===== src/rtl/micro_sequencer.sv =====
// Next-microaddress sequencer: JAM branching, Z/N flag register, memory stall and timeout trap.
// Optional breakpoint/halt support is compiled in with MICRO_SEQ_BREAKPOINT_EN.
module micro_sequencer #(
  parameter int         TIMEOUT    = 15,
  parameter logic [8:0] TRAP_ADDR  = 9'h1F0,
  parameter logic [8:0] RESET_ADDR = 9'h000
) (
  input  logic       clk,
  input  logic       rst,
  input  logic [7:0] Addr,
  input  logic [1:0] JAM,
  input  logic [1:0] M,
  input  logic       set_F,
  input  logic       alu_z,
  input  logic       alu_n,
  input  logic [7:0] ir_opcode,
  input  logic       mem_ready,
  output logic [7:0] MPC,
  output logic       J_OUT,
  output logic       flag_z,
  output logic       flag_n,
  output logic       stall,
  output logic       mem_timeout
`ifdef MICRO_SEQ_BREAKPOINT_EN
  ,
  input  logic [8:0] bp_addr,
  input  logic       bp_valid,
  input  logic       bp_resume,
  output logic       halted
`endif
);

  localparam logic [7:0] TRAP_CNT = 8'(TIMEOUT - 1);

  function automatic logic [7:0] sat_inc(input logic [7:0] v);
    return (v == 8'hFF) ? v : v + 8'd1;
  endfunction

  logic [8:0] addr_p1;
  logic       flag_z_p1;
  logic       flag_n_p1;
  logic       timeout_p1;
  logic [7:0] stall_cnt;
  logic       halt_freeze;
  logic       mem_req;
  logic       trap_now;
  logic       mem_stall;
  logic       ez;
  logic       en;
  logic [8:0] next_addr;

`ifdef MICRO_SEQ_BREAKPOINT_EN
  logic halted_q;
  // bp_hold suppresses re-breaking until the sequencer loads some other address
  logic bp_hold;
  assign halt_freeze = halted_q;
  assign halted      = halted_q;
`else
  assign halt_freeze = 1'b0;
`endif

  assign mem_req   = |M;
  assign trap_now  = mem_req && !mem_ready && (stall_cnt == TRAP_CNT) && !halt_freeze;
  assign mem_stall = mem_req && !mem_ready && !trap_now;
  assign stall     = mem_stall || halt_freeze;

  assign ez = set_F ? alu_z : flag_z_p1;
  assign en = set_F ? alu_n : flag_n_p1;

  always_comb begin
    next_addr = {1'b0, Addr};
    case (JAM)
      2'b00: next_addr = {1'b0, Addr};
      2'b01: next_addr = {1'b0, ir_opcode};
      2'b10: next_addr = {ez, Addr};
      2'b11: next_addr = {en, Addr};
      default: next_addr = {1'b0, Addr};
    endcase
  end

  // p1: registered control-store address, flags, stall counter
  always_ff @(posedge clk) begin
    if (rst) begin
      addr_p1    <= RESET_ADDR;
      flag_z_p1  <= 1'b0;
      flag_n_p1  <= 1'b0;
      timeout_p1 <= 1'b0;
      stall_cnt  <= 8'd0;
    end else if (halt_freeze) begin
      addr_p1 <= addr_p1;
    end else if (trap_now) begin
      addr_p1    <= TRAP_ADDR;
      timeout_p1 <= 1'b1;
      stall_cnt  <= 8'd0;
    end else if (mem_stall) begin
      stall_cnt <= sat_inc(stall_cnt);
    end else begin
      addr_p1   <= next_addr;
      stall_cnt <= 8'd0;
      if (set_F) begin
        flag_z_p1 <= alu_z;
        flag_n_p1 <= alu_n;
      end
    end
  end

`ifdef MICRO_SEQ_BREAKPOINT_EN
  always_ff @(posedge clk) begin
    if (rst) begin
      halted_q <= 1'b0;
      bp_hold  <= 1'b0;
    end else if (halted_q) begin
      if (bp_resume) halted_q <= 1'b0;
    end else if (!trap_now && !mem_stall) begin
      if (bp_valid && (next_addr == bp_addr) && !bp_hold) begin
        halted_q <= 1'b1;
        bp_hold  <= 1'b1;
      end else if (next_addr != bp_addr) begin
        bp_hold <= 1'b0;
      end
    end
  end
`endif

  assign {J_OUT, MPC} = addr_p1;
  assign flag_z       = flag_z_p1;
  assign flag_n       = flag_n_p1;
  assign mem_timeout  = timeout_p1;

endmodule

===== config.mk =====
export PLATFORM = sky130hd
export DESIGN_NAME = micro_sequencer
export DESIGN_NICKNAME = d
export VERILOG_FILES = /design/src/rtl/micro_sequencer.sv
export SDC_FILE = /design/constraint.sdc
export NUM_CORES = 1
export LEC_CHECK = 0
export CORE_ASPECT_RATIO = 1.75
export CORE_MARGIN = 8
export CORE_UTILIZATION = 38
export DETAILED_ROUTE_END_ITERATION = 6
export PLACE_DENSITY = 0.74
export SYNTH_ARGS = -nofsm -noshare
export SYNTH_HDL_FRONTEND = slang
export SYNTH_SLANG_ARGS = --single-unit

===== constraint.sdc =====
create_clock -name clk -period 1.44 [get_ports clk]
set_input_delay 0.288 -clock clk [delete_from_list [all_inputs] [get_ports clk]]
set_output_delay 0.288 -clock clk [all_outputs]
set_load 0.005 [all_outputs]

# Word level (Yosys, flattened, before mapping)
# Cells that the tools add are included.
[word_totals]
input_bits = 26
regBits = 20
word_cells = 30
[classes]
addsub = 1
bitwise = 2
reduce_logical = 10
n_mux = 5
n_eq_ne = 6
[ops]
columns = ["cell", "count"]
rows = [
  ["one-hot mux 9 bit (4 select lines)", 1],
  ["2-to-1 mux 9 bit", 2],
  ["adder 8 x 1 -> 8 bit (second input constant)", 1],
  ["== test 8 x 4 -> 1 bit (second input constant)", 1],
  ["== test 8 bit (second input constant)", 1],
  ["== test 2 bit (second input constant)", 2],
  ["OR reduction 2 bit", 2],
  ["logical AND 1 bit", 3],
  ["OR reduction 3 bit", 1],
  ["== test 2 x 1 -> 1 bit (second input constant)", 1],
  ["logical NOT 1 bit", 2],
  ["logical NOT 2 bit", 1],
  ["2-to-1 mux 1 bit", 2],
  ["inequality test 2 x 1 -> 1 bit (second input constant)", 1],
  ["inverter 1 bit", 2],
  ["AND reduction 2 bit", 1],
]

# Logic depth before layout (Yosys ltp)
# Gate-level depths: netlist of the first run.
[logic_depth]
word_depth = 7
depth_mapped = 6

# Least setup slack after synthesis of the first run
# Ideal clock, no wire load.
[synth_path]
path_kind = "register to register"
startpoint = "register stall_cnt[6]"
endpoint = "register addr_p1[0]"
period_less_slack_ns = 1.338
arrival_ns = 1.214
setup_slack_ns = 0.102
path_stages_with_launch = 5
path_cell_list = "dfxtp_1 -> or3_4 -> o211ai_1 -> buf_2 -> o22ai_1"
[synth_via]
elab_chain_len = 4
word_cells_on_any_way = 5
classes_between = "eq/ne (1); reduce/logical (4)"
[synth_rtl]
columns = ["element", "line_no", "rtl"]
rows = [
  ["from (decl)", "43", "logic [7:0] stall_cnt;"],
  ["from (signal assigned)", "96", "stall_cnt <= sat_inc(stall_cnt);"],
  ["== test 8 x 4 -> 1 bit (*)", "63", "assign trap_now = mem_req && !mem_ready && (stall_cnt == TRAP_CNT) && !halt_freeze;"],
  ["logical AND 1 bit (*)", "63", ""],
  ["logical NOT 1 bit", "64", "assign mem_stall = mem_req && !mem_ready && !trap_now;"],
  ["logical AND 1 bit", "64", ""],
  ["to (signal assigned)", "90", "addr_p1 <= addr_p1;"],
  ["to (signal assigned)", "98", "addr_p1 <= next_addr;"],
  ["to (decl)", "39", "logic [8:0] addr_p1;"],
]
# Every way passes the cells marked *; elsewhere a longest branch is shown, timed or not.
# A chain may end at the register's enable or synchronous reset.

# Worst setup path after layout of the first run
[layout_path]
startpoint = "register stall_cnt[0]"
endpoint = "output stall"
[layout_via]
elab_chain_len = 4
[layout_rtl]
columns = ["element", "line_no", "rtl"]
rows = [
  ["== test 8 x 4 -> 1 bit", "63", ""],
  ["logical AND 1 bit", "63", ""],
  ["logical NOT 1 bit", "64", ""],
  ["logical AND 1 bit", "64", ""],
  ["to (decl)", "22", "output logic stall,"],
]
# No other way between the ends.

==> impl_results.html, run 1 <==
<table>
<tr><th>Metric</th><th>Value</th></tr>
<tr><th colspan="2">Clock tree</th></tr>
<tr><td>Clk_lat worst skew</td><td>about 0.26 ns</td></tr>
<tr><td>Htree depth</td><td>1</td></tr>
<tr><td>Number of buffers on the longest clock path</td><td>2</td></tr>
<tr><td>CTS tree</td><td>built</td></tr>
<tr><td>Number of sinks handled by clock tree synthesis</td><td>20</td></tr>
<tr><td>Number of CTS-inserted buffers</td><td>3</td></tr>
<tr><td>Buffer type at the clock tree root</td><td>clkbuf_8</td></tr>
<tr><td>Post-CTS Hold Buffers</td><td>0</td></tr>
<tr><td>Clock-pin slew of the registers on the worst-case setup and hold paths</td><td>approximately 0.08 ns</td></tr>
<tr><th colspan="2">Place</th></tr>
<tr><td>Pre-CTS setup slack</td><td>-0.453 ns</td></tr>
<tr><td>Count of input and output buffers</td><td>38</td></tr>
<tr><td>Routability cong.</td><td>around 0.77</td></tr>
<tr><td>DP Wirelength</td><td>2530 um</td></tr>
<tr><th colspan="2">Synth</th></tr>
<tr><td>Synthesized cell area</td><td>998 sq um</td></tr>
<tr><td>Syn Inst Count</td><td>110</td></tr>
<tr><td>Fraction of the yosys area taken by sequential cells</td><td>between 40% and 50%</td></tr>
<tr><td>#FFs+latches synth</td><td>20</td></tr>
<tr><td>Net Count, Synth</td><td>~140</td></tr>
<tr><td>Synthesized area per cell</td><td>9.08 sq um</td></tr>
<tr><td>Distinct cells, synth</td><td>35</td></tr>
<tr><td>Number of warnings reported in the yosys synthesis log</td><td>0</td></tr>
<tr><th colspan="2">Setup path</th></tr>
<tr><td>Top delay family on crit path</td><td>flip-flops</td></tr>
<tr><td>Crit start category</td><td>flip-flop</td></tr>
<tr><td>Buffers plus inverters on the worst setup path</td><td>2</td></tr>
<tr><td>Element type at the critical path end</td><td>output port</td></tr>
<tr><td>Maximum fanout encountered on the critical timing path</td><td>2</td></tr>
<tr><td>Worst-path cell with the longest stage delay</td><td>dfxtp_2</td></tr>
<tr><td>Required time of the worst setup path</td><td>~1.2 ns</td></tr>
<tr><td>Critical path, cell by cell</td><td>inv_2 &gt; ha_2 &gt; nand4b_1 &gt; o21a_4 &gt; buf_6</td></tr>
<tr><td>Biggest cell delay along the critical path</td><td>about 0.33 ns</td></tr>
<tr><td>Type of the worst setup path</td><td>flip-flop to output port</td></tr>
<tr><td>Arrival @ worst endpoint</td><td>1.31 ns</td></tr>
<tr><th colspan="2">STA</th></tr>
<tr><td>Worst Slack Setup Final</td><td>-0.158 ns</td></tr>
<tr><td>Sum of negative setup slack</td><td>-1.26 ns</td></tr>
<tr><td>Total of endpoints with negative setup slack in the final report</td><td>17</td></tr>
<tr><td>Pins Over Slew Limit</td><td>0</td></tr>
<tr><td>Tmin final</td><td>around 1.6 ns</td></tr>
<tr><td>Final hold violation count</td><td>0</td></tr>
<tr><td>Worst rel slew slack</td><td>roughly 70%</td></tr>
<tr><td>Maximum clock skew at final layout</td><td>approximately 0.0054 ns</td></tr>
<tr><td>Peak clock frequency supported by timing</td><td>626 MHz</td></tr>
<tr><td>Setup repair after global routing missed its margin</td><td>yes</td></tr>
<tr><td>Worst-margin pin slew</td><td>~0.45 ns</td></tr>
<tr><td>Fraction of the cycle the final worst path needs</td><td>111%</td></tr>
<tr><td>Worst Hold Margin</td><td>~0.5 ns</td></tr>
<tr><th colspan="2">Outcome</th></tr>
<tr><td>Result of the run</td><td>finished, violations left</td></tr>
<tr><td>Violations in the final reports</td><td>setup timing</td></tr>
<tr><th colspan="2">GRT</th></tr>
<tr><td>GR Layer Usage met1</td><td>~14%</td></tr>
<tr><td>Global-route usage over all layers</td><td>15.7%</td></tr>
<tr><td>Pin count of the biggest net entering global routing</td><td>12</td></tr>
<tr><td>Met3 GRT Util</td><td>2.50%</td></tr>
<tr><td>Met2 Use GR</td><td>29.3%</td></tr>
<tr><td>Number of global-route vias before repair</td><td>roughly 1,200</td></tr>
<tr><td>First-pass GRT wire length</td><td>~5500 um</td></tr>
<tr><td>Busiest layer in global routing</td><td>met2</td></tr>
<tr><td>Initial antenna violation count</td><td>0</td></tr>
<tr><td>Aggregate global routing overflow</td><td>0</td></tr>
<tr><th colspan="2">Die</th></tr>
<tr><td>Floorplan die width</td><td>54.8 um</td></tr>
<tr><td>Starting density of the core</td><td>40.1%</td></tr>
<tr><td>Overall die height</td><td>~84 um</td></tr>
<tr><td>Area of the die</td><td>4590 sq um</td></tr>
<tr><td>Std cell rows</td><td>24</td></tr>
<tr><td>I/O Pins</td><td>39</td></tr>
<tr><td>Core box area</td><td>approximately 2500 sq um</td></tr>
<tr><th colspan="2">Layout</th></tr>
<tr><td>Area grow syn2layout</td><td>74.3%</td></tr>
<tr><td>Net total in the final layout</td><td>200</td></tr>
<tr><td>Most used cells in the layout excluding fill and tap cells</td><td>clkdlybuf4s50_1 (31), buf_4 (22), dfxtp_1 (16)</td></tr>
<tr><td>Ratio of cells with drive above 1 in the final layout</td><td>between 30% and 40%</td></tr>
<tr><td>Number of diodes added for antenna fixing</td><td>0</td></tr>
<tr><td>Final Core Density</td><td>69.8%</td></tr>
<tr><td>Most common cell after layout, fill and taps aside</td><td>clkdlybuf4s50_1</td></tr>
<tr><th colspan="2">Routing</th></tr>
<tr><td>Detailed-route vias per instance</td><td>5.70</td></tr>
<tr><td>Iteration-0 DRC Markers</td><td>47</td></tr>
<tr><td>Total number of vias</td><td>roughly 1,100</td></tr>
<tr><td>Wire length per cell</td><td>~18 um</td></tr>
<tr><td>DRC violations left</td><td>0</td></tr>
<tr><td>Residual antenna-violating net count after detailed routing</td><td>0</td></tr>
<tr><td>Number of optimization iterations in the first detailed-route pass</td><td>4</td></tr>
<tr><td>WL final</td><td>between 3000 and 4000 um</td></tr>
<tr><th colspan="2">Power and ir drop</th></tr>
<tr><td>Peak supply drop</td><td>between 0.0007 and 0.0008 V</td></tr>
<tr><td>Power density of the placed cells</td><td>roughly 760 nW/um^2</td></tr>
<tr><td>Reported leakage power</td><td>0.753 nW</td></tr>
<tr><td>PnR Total Power</td><td>1.32 mW</td></tr>
<tr><th colspan="2">Job</th></tr>
<tr><td>Max Cap Violations</td><td>0</td></tr>
<tr><th colspan="2">Min path</th></tr>
<tr><td>Path class of the lowest-slack min-delay path</td><td>flip-flop to flip-flop</td></tr>
</table>
-- repair_timing --
action                                  CTS  global route
gates cloned                              0             1
endpoints found under the setup margin   15            25
setup buffers                             2             2
resized for setup                        16            21
pin swaps                                 2             6
-- Yosys cell counts, drive strengths merged --
library cell / count / area, sq um
a211oi: 3 / 22.5
a21oi: 6 / 30.0
a221oi: 5 / 43.8
a31oi: 3 / 18.8
and2: 2 / 12.5
and3: 3 / 20.0
and4: 1 / 8.76
and4b: 1 / 11.3
buf: 2 / 10.0
clkbuf: 2 / 7.51
dfxtp: 20 / 400
ha: 2 / 25.0
inv: 12 / 45.0
mux2: 2 / 22.5
mux2i: 9 / 90.1
nand2: 3 / 11.3
nand3: 6 / 30.0
nand3b: 1 / 7.51
nand4: 2 / 12.5
nand4b: 1 / 8.76
nor2: 2 / 7.51
nor2b: 1 / 6.26
nor3: 5 / 25.0
nor3b: 1 / 7.51
o2111ai: 1 / 8.76
o211ai: 1 / 7.51
o21a: 2 / 22.5
o21ai: 3 / 15.0
o21ba: 1 / 10.0
o21bai: 1 / 7.51
o22ai: 4 / 25.0
or3: 2 / 17.5
-- logic make-up (layout without fill, tap and decap cells) --
kind of cell               Yosys count  after routing  share of synthesized area (%)
adders and majority gates            2              2                           2.51
buffers and inverters               16             77                           6.27
and+or+nand+nor                     31             31                           18.7
DFF                                 20             20                           40.1
muxes                               11             11                           11.3
AOI/OAI and AO/OA                   30             30                           21.2
-- worst register-to-register path, stage by stage, from the launching register on --
cell      delay [ns]
dfxtp_2         0.33
inv_2           0.05
ha_2            0.16
nand4b_1        0.14
o21a_4          0.26
buf_4           0.13
buf_6           0.13
a221oi_4        0.28
-- path summary, 6_finish.rpt --
| check | startpoint | endpoint | slack (ns) | cells past startpoint |
|---|---|---|---|---|
| worst max register to register | stall_cnt[0]$_SDFFE_PP0P_ | addr_p1[5]$_SDFFE_PP0P_ | -0.13 | 7 |
| worst min-delay path | addr_p1[8]$_SDFFE_PP0P_ | addr_p1[8]$_SDFFE_PP0P_ | 0.49 | 2 |
| worst max-delay path | stall_cnt[0]$_SDFFE_PP0P_ | stall | -0.16 | 5 |
| worst min register to register | addr_p1[8]$_SDFFE_PP0P_ | addr_p1[8]$_SDFFE_PP0P_ | 0.49 | 2 |
-- metrics by stage --
stage,cell area [sq um],cells
6_report,1740,197
5_1_grt,1740,197
3_5_place_dp,1540,190
4_1_cts,1650,196
2_1_floorplan,998,110
3_3_place_gp,1540,190
-- state kept, by name, summed over array words and instances (netlist names) --
signal	count
addr_p1	9
flag_n	1
flag_z	1
mem_timeout	1
stall_cnt	8
-- where the power goes --
part           internal (mW)  switching (mW)  leakage (nW)  total, mW
clock                  0.244           0.199        0.0288      0.443
combinational          0.173           0.114         0.559      0.287
sequential             0.579          0.0135         0.165      0.592
-- layer usage --
metal / up-vias / wire (um)
li1: 530 / -
met2: 39 / 2130
met5: - / 0
met3: 10 / 126
met4: 0 / 131
met1: 543 / 1190
-- layout make-up --
cell class / count / area (sq um)
clock buffers: 4 / 55.1
well taps: 26 / 32.5
fillers: 191 / 752
inverters: 12 / 45.0
multi-input cells: 74 / 629
repair buffers: 61 / 573
flip-flops and latches: 20 / 405
(Power assumes the default switching activity.)
==> inputs of run 2 (changes only) <==
--- a/config.mk
+++ b/config.mk
@@ -6,8 +6,8 @@
 export NUM_CORES = 1
 export LEC_CHECK = 0
 export CORE_ASPECT_RATIO = 1.75
-export CORE_MARGIN = 8
-export CORE_UTILIZATION = 38
+export CORE_MARGIN = 4
+export CORE_UTILIZATION = 40
 export DETAILED_ROUTE_END_ITERATION = 6
 export PLACE_DENSITY = 0.74
 export SYNTH_ARGS = -nofsm -noshare
==> constraint.sdc (replaced) <==
create_clock -name clk -period 1.9 [get_ports clk]
set_input_delay 0.38 -clock clk [delete_from_list [all_inputs] [get_ports clk]]
set_output_delay 0.38 -clock clk [all_outputs]
set_load 0.005 [all_outputs]
==> run 2 against run 1 <==
The flow now finishes without violations. Via count fell by 8.5%. Combinational power fell by 39%. Wire length fell by 23%. Largest cell class unchanged. Design area fell by 11%. Global-route usage rose by 3.1 points. Highest routed layer unchanged.
==> impl_results.html, run 2 (synthesis results as in run 1) <==
<table>
<tr><th>Metric</th><th>Value</th></tr>
<tr><th colspan="2">STA</th></tr>
<tr><td>Peak clock frequency supported by timing</td><td>approximately 550 MHz</td></tr>
<tr><td>Worst Hold Margin</td><td>0.467 ns (-0.0186 ns)</td></tr>
<tr><td>Setup repair after global routing missed its margin</td><td>no</td></tr>
<tr><td>Fraction of the cycle the final worst path needs</td><td>between 90 and 100%</td></tr>
<tr><td>Maximum clock skew at final layout</td><td>0.00341 ns (-0.00197 ns)</td></tr>
<tr><td>Total of endpoints with negative setup slack in the final report</td><td>0 (-17)</td></tr>
<tr><td>Tmin final</td><td>~1.8 ns</td></tr>
<tr><td>Worst-margin pin slew</td><td>0.652 ns (+0.204 ns)</td></tr>
<tr><td>Sum of negative setup slack</td><td>0 ns (+1.26 ns)</td></tr>
<tr><td>Worst rel slew slack</td><td>56.4% (-14 points)</td></tr>
<tr><td>Pins Over Slew Limit</td><td>0 (unchanged)</td></tr>
<tr><td>Final hold violation count</td><td>0 (unchanged)</td></tr>
<tr><th colspan="2">Setup path</th></tr>
<tr><td>Maximum fanout encountered on the critical timing path</td><td>2 (unchanged)</td></tr>
<tr><td>Type of the worst setup path</td><td>flip-flop to output port</td></tr>
<tr><td>Element type at the critical path end</td><td>output port</td></tr>
<tr><td>Arrival @ worst endpoint</td><td>1.43 ns (+0.12 ns)</td></tr>
<tr><td>Required time of the worst setup path</td><td>1.52 ns (+0.37 ns)</td></tr>
<tr><td>Crit start category</td><td>flip-flop</td></tr>
<tr><th colspan="2">Power and ir drop</th></tr>
<tr><td>Power density of the placed cells</td><td>685 nW/um^2 (-9.9%)</td></tr>
<tr><td>Peak supply drop</td><td>0.000326 V (-59%)</td></tr>
<tr><td>Reported leakage power</td><td>0.583 nW (-23%)</td></tr>
<tr><th colspan="2">Layout</th></tr>
<tr><td>Area grow syn2layout</td><td>54.6%</td></tr>
<tr><td>Area occupied by multi-input gates</td><td>538 sq um (-15%)</td></tr>
<tr><td>Combined flip-flop and latch cell area</td><td>403 sq um (-0.62%)</td></tr>
<tr><td>Most common cell after layout, fill and taps aside</td><td>clkdlybuf4s50_1</td></tr>
<tr><td>Net total in the final layout</td><td>187 (-6.5%)</td></tr>
<tr><td>Ratio of cells with drive above 1 in the final layout</td><td>15.8% (-16 points)</td></tr>
<tr><td>Number of diodes added for antenna fixing</td><td>0 (unchanged)</td></tr>
<tr><td>Most used cells in the layout excluding fill and tap cells</td><td>clkdlybuf4s50_1 (37), dfxtp_1 (18), inv_1 (11)</td></tr>
<tr><td>Most flops, register</td><td>addr_p1</td></tr>
<tr><td>Filler cell count</td><td>191 (unchanged)</td></tr>
<tr><td>Flip-flop count of the largest register, all copies and words added</td><td>9 (unchanged)</td></tr>
<tr><td>Biggest registers after layout</td><td>addr_p1 x9, stall_cnt x8</td></tr>
<tr><th colspan="2">Routing</th></tr>
<tr><td>Detailed-route vias per instance</td><td>5.61 (-1.5%)</td></tr>
<tr><td>Iteration-0 DRC Markers</td><td>35 (-26%)</td></tr>
<tr><td>WL final</td><td>2750 um (-23%)</td></tr>
<tr><td>Residual antenna-violating net count after detailed routing</td><td>0 (unchanged)</td></tr>
<tr><td>DRC violations left</td><td>0 (unchanged)</td></tr>
<tr><td>Wire length per cell</td><td>15.0 um (-17%)</td></tr>
<tr><td>Total number of vias</td><td>1,027 (-8.5%)</td></tr>
<tr><td>Number of optimization iterations in the first detailed-route pass</td><td>4 (unchanged)</td></tr>
<tr><th colspan="2">Clock tree</th></tr>
<tr><td>Htree depth</td><td>1 (unchanged)</td></tr>
<tr><td>Post-CTS Hold Buffers</td><td>0 (unchanged)</td></tr>
<tr><td>Clk_lat worst skew</td><td>0.27 ns (about the same)</td></tr>
<tr><td>CTS tree</td><td>built</td></tr>
<tr><td>Clock-pin slew of the registers on the worst-case setup and hold paths</td><td>0.08 ns (about the same)</td></tr>
<tr><td>Buffer type at the clock tree root</td><td>clkbuf_8</td></tr>
<tr><td>Number of CTS-inserted buffers</td><td>3 (unchanged)</td></tr>
<tr><td>Number of buffers on the longest clock path</td><td>2 (unchanged)</td></tr>
<tr><td>Number of buffers inserted by post-CTS setup repair</td><td>0 (-2)</td></tr>
<tr><td>Number of sinks handled by clock tree synthesis</td><td>20 (unchanged)</td></tr>
<tr><th colspan="2">Die</th></tr>
<tr><td>I/O Pins</td><td>39 (unchanged)</td></tr>
<tr><td>Floorplan die width</td><td>45.8 um (-16%)</td></tr>
<tr><td>Starting density of the core</td><td>42.8% (+2.8 points)</td></tr>
<tr><td>Core box area</td><td>2330 sq um (-6.5%)</td></tr>
<tr><td>Std cell rows</td><td>23 (-4.2%)</td></tr>
<tr><td>Area of the die</td><td>3390 sq um (-26%)</td></tr>
<tr><td>Overall die height</td><td>74.1 um (-12%)</td></tr>
<tr><th colspan="2">GRT</th></tr>
<tr><td>Aggregate global routing overflow</td><td>0 (unchanged)</td></tr>
<tr><td>Pin count of the biggest net entering global routing</td><td>13 (+1)</td></tr>
<tr><td>Number of global-route vias before repair</td><td>1,038 (-17%)</td></tr>
<tr><td>Initial antenna violation count</td><td>0 (unchanged)</td></tr>
<tr><td>Global-route usage over all layers</td><td>18.8% (+3.1 points)</td></tr>
<tr><td>First-pass GRT wire length</td><td>4660 um (-16%)</td></tr>
<tr><th colspan="2">Place</th></tr>
<tr><td>Routability cong.</td><td>0.763 (-0.59%)</td></tr>
<tr><td>Count of input and output buffers</td><td>38 (unchanged)</td></tr>
<tr><td>DP Wirelength</td><td>2240 um (-11%)</td></tr>
<tr><th colspan="2">Min path</th></tr>
<tr><td>Path class of the lowest-slack min-delay path</td><td>flip-flop to flip-flop</td></tr>
<tr><th colspan="2">Outcome</th></tr>
<tr><td>Result of the run</td><td>finished clean</td></tr>
<tr><th colspan="2">Job</th></tr>
<tr><td>Max Cap Violations</td><td>0 (unchanged)</td></tr>
</table>
[run 2: cell types whose count changed in the layout (fill, tap and decap cells not counted), moves of 2 or more]
cell	delta
dfxtp_2	-2
o22ai_2	-4
a221oi_2	-4
dlymetal6s2s_1	-6
buf_6	-2
dfxtp_1	+2
buf_4	-12
o22ai_1	+4
a221oi_1	+5
clkdlybuf4s50_1	+6
[run 2: worst max-delay path, stage by stage, from the launching register on]
cell	delay, ns
dfxtp_2	0.33
inv_2	0.05
ha_2	0.16
nand4b_1	0.16
o21a_4	0.27
clkdlybuf4s15_1	0.20
[run 2: path summary, 6_finish.rpt]
check	startpoint	end	slack (ns)	cells past startpoint
worst max register to register	stall_cnt[0]$_SDFFE_PP0P_	addr_p1[8]$_SDFFE_PP0P_	0.39	6
worst max-delay path	stall_cnt[0]$_SDFFE_PP0P_	stall	0.09	5
worst min register to register	mem_timeout$_SDFFE_PP0P_	mem_timeout$_SDFFE_PP0P_	0.47	1
worst min-delay path	mem_timeout$_SDFFE_PP0P_	mem_timeout$_SDFFE_PP0P_	0.47	1
[run 2: cell type report]
type,count,share of cell area [%]
Timing Repair Buffer,48,29.5
Clock inverter,1,1.94
Clock buffer,3,2.67
Tap cell,25,2.03
Inverter,12,2.92
Sequential cell,20,26.1
Multi-Input combinational cell,74,34.8
[run 2: layer usage]
metal	routed length [um]	global-route usage [%]	share of wire, %
met1	913	17.7	33
met2	1660	36.2	60
met3	101	3.63	3.7
met4	74	8.86	2.7
met5	0	0	0
[run 2: through the flow]
| stage | worst slack [ns] | power (mW) | cells | util [%] | cell area (sq um) |
|---|---|---|---|---|---|
| floorplan | 0.557 | 0.520 | 110 | - | 998 |
| global route | 0.0354 | 1.09 | 183 | 66.2 | 1540 |
| detailed placement | -0.145 | 0.637 | 179 | 63.0 | 1470 |
| global placement | -0.137 | 0.632 | 179 | 63.0 | 1470 |
| CTS | 0.0170 | 1.06 | 183 | 66.0 | 1540 |
| finish | 0.0858 | 1.06 | 183 | 66.2 | 1540 |
[run 2: power breakdown]
group          total, mW  internal, mW  leakage (nW)  switching, mW
clock network      0.432         0.282        0.0357          0.151
logic              0.176         0.114         0.383         0.0621
registers          0.449         0.438         0.165         0.0103
[run 2: timing repair]
action | in CTS | in global routing
pin swaps | 1 | 1
cloned | 0 | 0
gates resized for setup | 2 | 4
setup endpoints to repair | 1 | 1
